==> src/rtl/multicycle_control_unit_pkg.sv <==
// Shared types, encodings and stack defaults for the multi-cycle control unit.
// The op decoder and the ALU-source mapping live here as pure functions.
package multicycle_control_unit_pkg;

  localparam int FUNCT_W     = 7;
  localparam int SP_W        = 16;
  localparam logic [15:0] STACK_TOP = 16'hFFFF;
  localparam int STACK_DEPTH = 64;

  typedef enum logic [2:0] {
    ST_FETCH  = 3'd0,
    ST_DECODE = 3'd1,
    ST_EXEC   = 3'd2,
    ST_MEM    = 3'd3,
    ST_WB     = 3'd4,
    ST_PUSH   = 3'd5,
    ST_POP    = 3'd6,
    ST_TRAP   = 3'd7
  } state_t;

  typedef enum logic [3:0] {
    OP_R    = 4'd0,
    OP_ANDI = 4'd1,
    OP_ADDI = 4'd2,
    OP_LW   = 4'd3,
    OP_SW   = 4'd4,
    OP_BEQ  = 4'd5,
    OP_J    = 4'd6,
    OP_JAL  = 4'd7,
    OP_SLL  = 4'd8,
    OP_SLR  = 4'd9,
    OP_SLLV = 4'd10,
    OP_SLRV = 4'd11
  } op_t;

  typedef struct packed {
    logic legal;
    op_t  op;
  } decode_t;

  localparam logic [1:0] TYPE_R = 2'b00;
  localparam logic [1:0] TYPE_I = 2'b01;
  localparam logic [1:0] TYPE_J = 2'b10;
  localparam logic [1:0] TYPE_S = 2'b11;

  localparam logic [1:0] ALU_SRC_REG   = 2'b00;
  localparam logic [1:0] ALU_SRC_SHAMT = 2'b01;
  localparam logic [1:0] ALU_SRC_IMM   = 2'b10;
  localparam logic [1:0] ALU_SRC_VAR   = 2'b11;

  localparam logic [1:0] PC_SRC_NEXT   = 2'b00;
  localparam logic [1:0] PC_SRC_JUMP   = 2'b01;
  localparam logic [1:0] PC_SRC_BRANCH = 2'b10;
  localparam logic [1:0] PC_SRC_RET    = 2'b11;

  localparam logic [1:0] WD_SEL_RT     = 2'b00;
  localparam logic [1:0] WD_SEL_RS     = 2'b01;
  localparam logic [1:0] WD_SEL_RET_PC = 2'b10;

  // sub is the zero-extended low field of funct; anything outside the map is illegal
  function automatic decode_t decode_funct(input logic [1:0] ftype, input logic [31:0] sub);
    decode_t d;
    d.legal = 1'b1;
    d.op    = OP_R;
    case (ftype)
      TYPE_R: d.op = OP_R;
      TYPE_I: begin
        case (sub)
          32'd0:   d.op = OP_ANDI;
          32'd1:   d.op = OP_ADDI;
          32'd2:   d.op = OP_LW;
          32'd3:   d.op = OP_SW;
          32'd4:   d.op = OP_BEQ;
          default: d.legal = 1'b0;
        endcase
      end
      TYPE_J: begin
        case (sub)
          32'd0:   d.op = OP_J;
          32'd1:   d.op = OP_JAL;
          default: d.legal = 1'b0;
        endcase
      end
      TYPE_S: begin
        case (sub)
          32'd0:   d.op = OP_SLL;
          32'd1:   d.op = OP_SLR;
          32'd2:   d.op = OP_SLLV;
          32'd3:   d.op = OP_SLRV;
          default: d.legal = 1'b0;
        endcase
      end
      default: d.legal = 1'b0;
    endcase
    return d;
  endfunction

  function automatic logic [1:0] alu_src_of(input op_t op);
    logic [1:0] sel;
    case (op)
      OP_ANDI, OP_ADDI, OP_LW, OP_SW, OP_BEQ: sel = ALU_SRC_IMM;
      OP_SLL, OP_SLR:                         sel = ALU_SRC_SHAMT;
      OP_SLLV, OP_SLRV:                       sel = ALU_SRC_VAR;
      default:                                sel = ALU_SRC_REG;
    endcase
    return sel;
  endfunction

endpackage

==> src/rtl/multicycle_control_unit_if.sv <==
// Shared memory-port handshake between the control unit (master) and the memory/address muxes (slave).
interface multicycle_control_unit_if;
  logic       mem_req;
  logic       mem_read;
  logic       mem_write;
  logic       mem_ready;
  logic [1:0] wd_sel;
  logic       sp_sel;

  modport master (output mem_req, output mem_read, output mem_write,
                  output wd_sel, output sp_sel, input mem_ready);
  modport slave  (input mem_req, input mem_read, input mem_write,
                  input wd_sel, input sp_sel, output mem_ready);
endinterface

==> src/rtl/multicycle_control_unit_stack_pointer_unit.sv <==
// Bounded return-stack pointer: grows down from STACK_TOP, refuses to move past full or empty.
module multicycle_control_unit_stack_pointer_unit
  import multicycle_control_unit_pkg::*;
#(
  parameter int              SP_W_P        = SP_W,
  parameter logic [SP_W_P-1:0] STACK_TOP_P = STACK_TOP,
  parameter int              STACK_DEPTH_P = STACK_DEPTH
) (
  input  logic              clk,
  input  logic              rst,
  input  logic              push_en,
  input  logic              pop_en,
  output logic [SP_W_P-1:0] sp,
  output logic              full,
  output logic              empty
);

  localparam logic [SP_W_P-1:0] FULL_SP = STACK_TOP_P - SP_W_P'(STACK_DEPTH_P);

  logic [SP_W_P-1:0] sp_r;

  // stack pointer register; the bound checks make wrap-around unreachable
  always_ff @(posedge clk) begin
    if (rst) begin
      sp_r <= STACK_TOP_P;
    end else if (push_en && (sp_r != FULL_SP)) begin
      sp_r <= sp_r - SP_W_P'(1);
    end else if (pop_en && (sp_r != STACK_TOP_P)) begin
      sp_r <= sp_r + SP_W_P'(1);
    end else begin
      sp_r <= sp_r;
    end
  end

  assign sp    = sp_r;
  assign full  = (sp_r == FULL_SP);
  assign empty = (sp_r == STACK_TOP_P);

endmodule

==> src/rtl/multicycle_control_unit.sv <==
// Multi-cycle control FSM: FETCH/DECODE/EXEC/MEM/WB plus PUSH/POP for the hardware
// return stack and a sticky TRAP state that only reset leaves.
module multicycle_control_unit
  import multicycle_control_unit_pkg::*;
#(
  parameter int              FUNCT_W_P     = FUNCT_W,
  parameter int              SP_W_P        = SP_W,
  parameter logic [SP_W_P-1:0] STACK_TOP_P = STACK_TOP,
  parameter int              STACK_DEPTH_P = STACK_DEPTH
) (
  input  logic                 clk,
  input  logic                 rst,
  input  logic [FUNCT_W_P-1:0] funct,
  input  logic                 stop_bit,
  multicycle_control_unit_if.master mem,
  output logic                 ir_write,
  output logic                 pc_write,
  output logic [1:0]           pc_src,
  output logic                 branch,
  output logic                 jump,
  output logic [1:0]           alu_src,
  output logic                 mem_to_reg,
  output logic                 reg_write,
  output logic [SP_W_P-1:0]    sp_out,
  output logic                 busy,
  output logic                 illegal,
  output logic                 stack_ovf,
  output logic                 stack_unf
);

  state_t  state_r, next_s;
  op_t     op_r;
  logic    stop_r;
  logic    illegal_r, ovf_r, unf_r;
  logic    set_illegal_s, set_ovf_s, set_unf_s;
  logic    push_s, pop_s, full_s, empty_s;
  decode_t dec_s;
  state_t  retire_s;

  assign dec_s    = decode_funct(funct[FUNCT_W_P-1 -: 2], 32'(funct[FUNCT_W_P-3:0]));
  // RETIRE is not a state: the last cycle of an instruction jumps straight to POP or FETCH
  assign retire_s = (stop_r && (op_r != OP_JAL)) ? ST_POP : ST_FETCH;

  multicycle_control_unit_stack_pointer_unit #(
    .SP_W_P        (SP_W_P),
    .STACK_TOP_P   (STACK_TOP_P),
    .STACK_DEPTH_P (STACK_DEPTH_P)
  ) u_sp (
    .clk     (clk),
    .rst     (rst),
    .push_en (push_s),
    .pop_en  (pop_s),
    .sp      (sp_out),
    .full    (full_s),
    .empty   (empty_s)
  );

  // state, latched instruction fields and sticky fault flags
  always_ff @(posedge clk) begin
    if (rst) begin
      state_r   <= ST_FETCH;
      op_r      <= OP_R;
      stop_r    <= 1'b0;
      illegal_r <= 1'b0;
      ovf_r     <= 1'b0;
      unf_r     <= 1'b0;
    end else begin
      state_r   <= next_s;
      if (state_r == ST_DECODE) begin
        op_r   <= dec_s.op;
        stop_r <= stop_bit;
      end
      illegal_r <= illegal_r | set_illegal_s;
      ovf_r     <= ovf_r | set_ovf_s;
      unf_r     <= unf_r | set_unf_s;
    end
  end

  // next-state and control strobes
  always_comb begin
    next_s        = state_r;
    mem.mem_req   = 1'b0;
    mem.mem_read  = 1'b0;
    mem.mem_write = 1'b0;
    mem.wd_sel    = WD_SEL_RT;
    mem.sp_sel    = 1'b0;
    ir_write      = 1'b0;
    pc_write      = 1'b0;
    pc_src        = PC_SRC_NEXT;
    branch        = 1'b0;
    jump          = 1'b0;
    alu_src       = ALU_SRC_REG;
    mem_to_reg    = 1'b0;
    reg_write     = 1'b0;
    push_s        = 1'b0;
    pop_s         = 1'b0;
    set_illegal_s = 1'b0;
    set_ovf_s     = 1'b0;
    set_unf_s     = 1'b0;
    case (state_r)
      ST_FETCH: begin
        mem.mem_req  = 1'b1;
        mem.mem_read = 1'b1;
        if (mem.mem_ready) begin
          ir_write = 1'b1;
          pc_write = 1'b1;
          pc_src   = PC_SRC_NEXT;
          next_s   = ST_DECODE;
        end else begin
          next_s   = ST_FETCH;
        end
      end
      ST_DECODE: begin
        if (dec_s.legal) begin
          next_s        = ST_EXEC;
        end else begin
          set_illegal_s = 1'b1;
          next_s        = ST_TRAP;
        end
      end
      ST_EXEC: begin
        alu_src = alu_src_of(op_r);
        case (op_r)
          OP_LW, OP_SW: next_s = ST_MEM;
          OP_BEQ: begin
            branch = 1'b1;
            next_s = retire_s;
          end
          OP_J: begin
            jump     = 1'b1;
            pc_write = 1'b1;
            pc_src   = PC_SRC_JUMP;
            next_s   = retire_s;
          end
          OP_JAL: begin
            if (full_s) begin
              set_ovf_s = 1'b1;
              next_s    = ST_TRAP;
            end else begin
              push_s    = 1'b1;
              next_s    = ST_PUSH;
            end
          end
          default: next_s = ST_WB;
        endcase
      end
      ST_MEM: begin
        mem.mem_req = 1'b1;
        if (op_r == OP_SW) begin
          mem.mem_write = 1'b1;
          mem.wd_sel    = WD_SEL_RT;
        end else begin
          mem.mem_read  = 1'b1;
        end
        if (mem.mem_ready) begin
          next_s = (op_r == OP_SW) ? retire_s : ST_WB;
        end else begin
          next_s = ST_MEM;
        end
      end
      ST_WB: begin
        reg_write  = 1'b1;
        mem_to_reg = (op_r == OP_LW) ? 1'b0 : 1'b1;
        next_s     = retire_s;
      end
      ST_PUSH: begin
        mem.mem_req   = 1'b1;
        mem.mem_write = 1'b1;
        mem.sp_sel    = 1'b1;
        mem.wd_sel    = WD_SEL_RET_PC;
        if (mem.mem_ready) begin
          jump     = 1'b1;
          pc_write = 1'b1;
          pc_src   = PC_SRC_JUMP;
          next_s   = retire_s;
        end else begin
          next_s   = ST_PUSH;
        end
      end
      ST_POP: begin
        if (empty_s) begin
          set_unf_s = 1'b1;
          next_s    = ST_TRAP;
        end else begin
          mem.mem_req  = 1'b1;
          mem.mem_read = 1'b1;
          mem.sp_sel   = 1'b1;
          if (mem.mem_ready) begin
            pc_write = 1'b1;
            pc_src   = PC_SRC_RET;
            pop_s    = 1'b1;
            next_s   = ST_FETCH;
          end else begin
            next_s   = ST_POP;
          end
        end
      end
      ST_TRAP: next_s = ST_TRAP;
      default: next_s = ST_TRAP;
    endcase
  end

  assign busy      = (state_r != ST_FETCH);
  assign illegal   = illegal_r;
  assign stack_ovf = ovf_r;
  assign stack_unf = unf_r;

endmodule

==> src/flat_wrapper.sv <==
// flat-port wrapper written by rule: the top's interface ports become plain ports
module multicycle_control_unit_flat import multicycle_control_unit_pkg::*;
#(
  parameter int              FUNCT_W_P     = FUNCT_W,
  parameter int              SP_W_P        = SP_W,
  parameter logic [SP_W_P-1:0] STACK_TOP_P = STACK_TOP,
  parameter int              STACK_DEPTH_P = STACK_DEPTH
)
  (clk, rst, funct, stop_bit, ir_write, pc_write, pc_src, branch, jump, alu_src, mem_to_reg, reg_write, sp_out, busy, illegal, stack_ovf, stack_unf, mem_mem_req, mem_mem_read, mem_mem_write, mem_wd_sel, mem_sp_sel, mem_mem_ready);
  multicycle_control_unit_if mem_i ();
  input  logic clk;
  input  logic rst;
  input  logic [FUNCT_W_P-1:0] funct;
  input  logic stop_bit;
  output logic ir_write;
  output logic pc_write;
  output logic [1:0] pc_src;
  output logic branch;
  output logic jump;
  output logic [1:0] alu_src;
  output logic mem_to_reg;
  output logic reg_write;
  output logic [SP_W_P-1:0] sp_out;
  output logic busy;
  output logic illegal;
  output logic stack_ovf;
  output logic stack_unf;
  output wire logic [$bits(mem_i.mem_req)-1:0] mem_mem_req;
  output wire logic [$bits(mem_i.mem_read)-1:0] mem_mem_read;
  output wire logic [$bits(mem_i.mem_write)-1:0] mem_mem_write;
  output wire logic [$bits(mem_i.wd_sel)-1:0] mem_wd_sel;
  output wire logic [$bits(mem_i.sp_sel)-1:0] mem_sp_sel;
  input wire logic [$bits(mem_i.mem_ready)-1:0] mem_mem_ready;
  assign mem_mem_req = mem_i.mem_req;
  assign mem_mem_read = mem_i.mem_read;
  assign mem_mem_write = mem_i.mem_write;
  assign mem_wd_sel = mem_i.wd_sel;
  assign mem_sp_sel = mem_i.sp_sel;
  assign mem_i.mem_ready = mem_mem_ready;
  multicycle_control_unit #(.FUNCT_W_P(FUNCT_W_P), .SP_W_P(SP_W_P), .STACK_TOP_P(STACK_TOP_P), .STACK_DEPTH_P(STACK_DEPTH_P)) u_core (.clk(clk), .rst(rst), .funct(funct), .stop_bit(stop_bit), .mem(mem_i), .ir_write(ir_write), .pc_write(pc_write), .pc_src(pc_src), .branch(branch), .jump(jump), .alu_src(alu_src), .mem_to_reg(mem_to_reg), .reg_write(reg_write), .sp_out(sp_out), .busy(busy), .illegal(illegal), .stack_ovf(stack_ovf), .stack_unf(stack_unf));
endmodule
==> config.mk <==
export PLATFORM = sky130hd
export DESIGN_NAME = multicycle_control_unit_flat
export DESIGN_NICKNAME = d
export VERILOG_FILES = /design/src/rtl/multicycle_control_unit_pkg.sv /design/src/rtl/multicycle_control_unit_if.sv /design/src/rtl/multicycle_control_unit_stack_pointer_unit.sv /design/src/rtl/multicycle_control_unit.sv /design/src/flat_wrapper.sv
export SDC_FILE = /design/constraint.sdc
export NUM_CORES = 1
export LEC_CHECK = 0
export ABC_AREA = 1
export BUFFER_PORTS_ARGS = -buffer_cell sky130_fd_sc_hd__clkbuf_2
export CORE_MARGIN = 4
export CORE_UTILIZATION = 30
export CTS_BUF_LIST = sky130_fd_sc_hd__clkbuf_4 sky130_fd_sc_hd__clkbuf_8 sky130_fd_sc_hd__clkbuf_16
export CTS_CLUSTER_DIAMETER = 200
export DETAILED_ROUTE_END_ITERATION = 12
export PLACE_DENSITY = 0.48
export REMOVE_ABC_BUFFERS = 1
export SYNTH_ARGS = -nofsm -noshare
export SYNTH_HDL_FRONTEND = slang
export SYNTH_HIERARCHICAL = 1
export SYNTH_SLANG_ARGS = --single-unit
==> constraint.sdc <==
create_clock -name clk -period 3.05 [get_ports clk]
set_input_delay 0.1525 -clock clk [delete_from_list [all_inputs] [get_ports clk]]
set_output_delay 0.1525 -clock clk [all_outputs]
set_load 0.02 [all_outputs]
==> flow_summary_export.csv <==
group,metric,value,unit
clock_tree,cts_root_buf,"clkbuf_8",
placement,dp_cells,576,
synthesis,synth_sequential_area_ratio,22.2,%
synthesis,ys_types,43,
global_route,grt_usage,14.2,%
global_route,grt_remaining_overflow,0,
clock_tree,tritoncts.num_buffers,5,
synthesis,ys_top_cells_by_count,"nand2_1, inv_1, nand3_1",
run,max_cap_violations,0,
synthesis,synthFlopType,"dfxtp_1",
clock_tree,path_clk_slew,0.07,ns
floorplan,initial_utilization,31.3,%
global_route,grt_pass1_vias,2538,
status,result_of_the_run,"completed",
power,power.clock.fraction,29.0,%
global_route,grt.busiest_layer,"met2",
placement,finalWeightedCongestion,0.827,
setup_path,worst_ep_required_time,3.23,ns
sta,drv_slew,0,
power,net-switching-power,575,uW
power,power.internal,842,uW
synthesis,synthesis.area_per_instance,6.13,um^2
power,power_density,459,nW/um^2
placement,place_ws,0.188,ns
routing,vias,2709,
layout,nets,504,
layout,num-fill-cells,962,
clock_tree,tritoncts,"yes",
layout,layout-drive-gt1-share,23.4,%
layout,finish.cell_count_without_fillers,584,
sta,maxSlewHeadroom,62.7,%
sta,maxClockFrequency,366,MHz
worst_hold_path,hold_path_class,"in -> reg",
routing,detail-route-antenna-nets,0,
sta,setup_total_negative_slack,0,ns
synthesis,syn-instance-count,426,
routing,detail_route.first_pass.iterations,4,
setup_path,crit_path_top_delay_cell,"dfxtp_1",
global_route,pin_count_of_the_biggest_net_entering_global_routing,19,
floorplan,die_h,101,um
layout,sequential_cell_area,587,um^2
floorplan,die-width,101,um
setup_path,worstPathCellList,"nand2_1 -> nor2_1 -> nand2_2 -> inv_1 -> nand2_1 -> inv_1 -> nor3_1 -> buf_4 -> o21ai_4 -> inv_2 -> buf_4 -> ha_1 -> nand2_1 -> nor2_1 -> nand4_1 -> nand3_1 -> nand2_1 -> nand3_1 -> nand2_1",
clock_tree,clockBufferDepth,2,
setup_path,crit_path_end_kind,"flop",
power,irDropWorstVdd,0.000207,V
layout,num_antenna_cells,0,
synthesis,yosys_warnings,6,
placement,place.detailed.hpwl,5.75,mm
layout,syn2layout_area_growth,18.4,%
synthesis,ffs_w_async_s_r_synth,0,%
sta,period_needed,2.73,ns
setup_path,critical_path_class,"reg -> reg",
global_route,routing_usage_on_met3,2.82,%
placement,dpl-instance-area,2960,um^2
power,sequentialPowerShare,33.2,%
sta,setup_violators_final,0,
setup_path,critPathMaxStageDelay,0.40,ns
sta,final_critical_path_setup_slack,0.321,ns
synthesis,synth_largest_area_cell,"dfxtp_1",
synthesis,synth.area.top_cells,"dfxtp_1, nand2_1, inv_1",
power,p_leak,0.00187,uW
global_route,grt_antenna_before_repair,0,
setup_path,startpoint_type,"flop",
clock_tree,ctsHtreeMaxLevel,2,
setup_path,worst_ep_arrival_time,2.91,ns
layout,final_design_area_no_fill,3090,um^2
sta,finalHoldViolations,0,
floorplan,row_count,33,
setup_path,cp_max_fo,6,
sta,setup_repair_after_global_routing_missed_its_margin,"false",
global_route,global_route.usage.met1,17.7,%
routing,drtIter0Drc,85,
synthesis,synthMostInstantiatedCell,"nand2_1",
global_route,groute.layer.met2.usage,24.7,%
floorplan,placeableCoreArea,8340,um^2
clock_tree,hold_buffers,0,
synthesis,post_synth_design_cell_area,2610,um^2
clock_tree,clkLatencyLatePin,0.28,ns
routing,drt_drc_violations_left,0,
routing,drt-wirelength-per-cell,12.1,um
power,switching_share,40.6,%
layout,multi_input_area,1700,um^2
clock_tree,clock_sink_count,29,
floorplan,io_pins,47,
power,share_comb_of_total_power,37.9,%
global_route,grt_first_pass_wirelength,11.8,mm
sta,skew,0.00928,ns
synthesis,synth_edf_count,0,
synthesis,synth.ff_latch_count,29,
synthesis,synth.top_cell.area_share,22.2,%
sta,layout_worst_path_cycle_share,89.5,%
placement,numPortBuffers,45,
routing,routed_wl,7.04,mm
sta,max_slew.worst_pin.slew,0.559,ns
floorplan,floorplan.die_area,10300,um^2
routing,via_per_inst,4.64,
setup_path,path_common_cell,"nand2_1",
[repair_timing]
item                       4_1_cts  5_1_grt
setup endpoints to repair        0       11
buffers inserted                 0        0
gates resized for setup          0        8
[cells in the final DEF, fill, tap and decap left out, drive strengths merged, types with 2 or more instances in the layout]
master    n
nand2   136
inv      77
clkbuf   50
nand3    48
nor2     43
dfxtp    29
a21oi    22
o21ai    16
ha       14
nand4     8
nor3      7
buf       5
xor2      5
o211ai    4
nand3b    2
o21a      2
[routing by layer]
layer	up-vias	part of all wire, %
met5	-	0
met1	1194	47
li1	1452	-
met4	0	0.65
met2	57	47
met3	6	5.7
[worst max-delay path: cells and delay by family (launching register included)]
family          cells  cell delay, ns
compound gates      1            0.09
fa+ha+maj           1            0.39
flops               1            0.40
simple gates       12            1.19
buf+inv             5            0.55
[layout make-up]
cell class | instances | area share, %
clock inverters | 3 | 1.50
inverters | 77 | 9.60
clock buffers | 5 | 2.23
well taps | 105 | 4.25
flip-flops and latches | 29 | 19.0
repair buffers | 50 | 8.50
multi-input cells | 315 | 54.9
[logic make-up after synthesis]
logic type	Yosys count	synth area share (%)
simple gates	246	44.1
buf+inv	82	13.0
compound gates	47	11.1
flops	29	22.2
fa+ha+maj	15	7.48
xor+xnor	6	2.01
other cells	1	0.144
[metrics by stage]
| step | hold WS (ns) | util [%] | total power [uW] |
|---|---|---|---|
| after floorplan | 0.222 | - | 866 |
| after global placement | 0.439 | 35.5 | 1020 |
| after detailed placement | 0.440 | 35.5 | 1020 |
| after CTS | 0.143 | 36.9 | 1440 |
| after global routing | 0.177 | 37.1 | 1520 |
| final | 0.178 | 37.1 | 1420 |
[final timing paths]
| check | startpoint | endpoint | slack [ns] | cells after the start |
|---|---|---|---|---|
| setup / recovery | u_core/u_sp/sp[14] | u_core/u_sp/sp[12] | 0.32 | 19 |
| hold reg to reg | u_core/illegal | u_core/illegal | 0.45 | 2 |
| setup reg to reg | u_core/u_sp/sp[14] | u_core/u_sp/sp[12] | 0.32 | 19 |
| hold / removal | stop_bit | u_core/stop_r | 0.18 | 3 |
[power groups by stage]
stage          clock [uW]  combinational (uW)  sequential (uW)
2_1_floorplan           0                 376              490
3_3_place_gp            0                 542              477
3_5_place_dp            0                 544              478
4_1_cts               425                 545              469
5_1_grt               441                 603              478
6_report              411                 537              470
[sequential cells by signal (all words and copies together), names as in the netlist, named ones only]
register and flops:
u_core/illegal 1, u_core/op_r 4, u_core/stack_ovf 1, u_core/u_sp/sp 16, u_core/stack_unf 1, u_core/state_r 3, u_core/stop_r 1
Note: power is estimated with default switching activity, not from simulation.
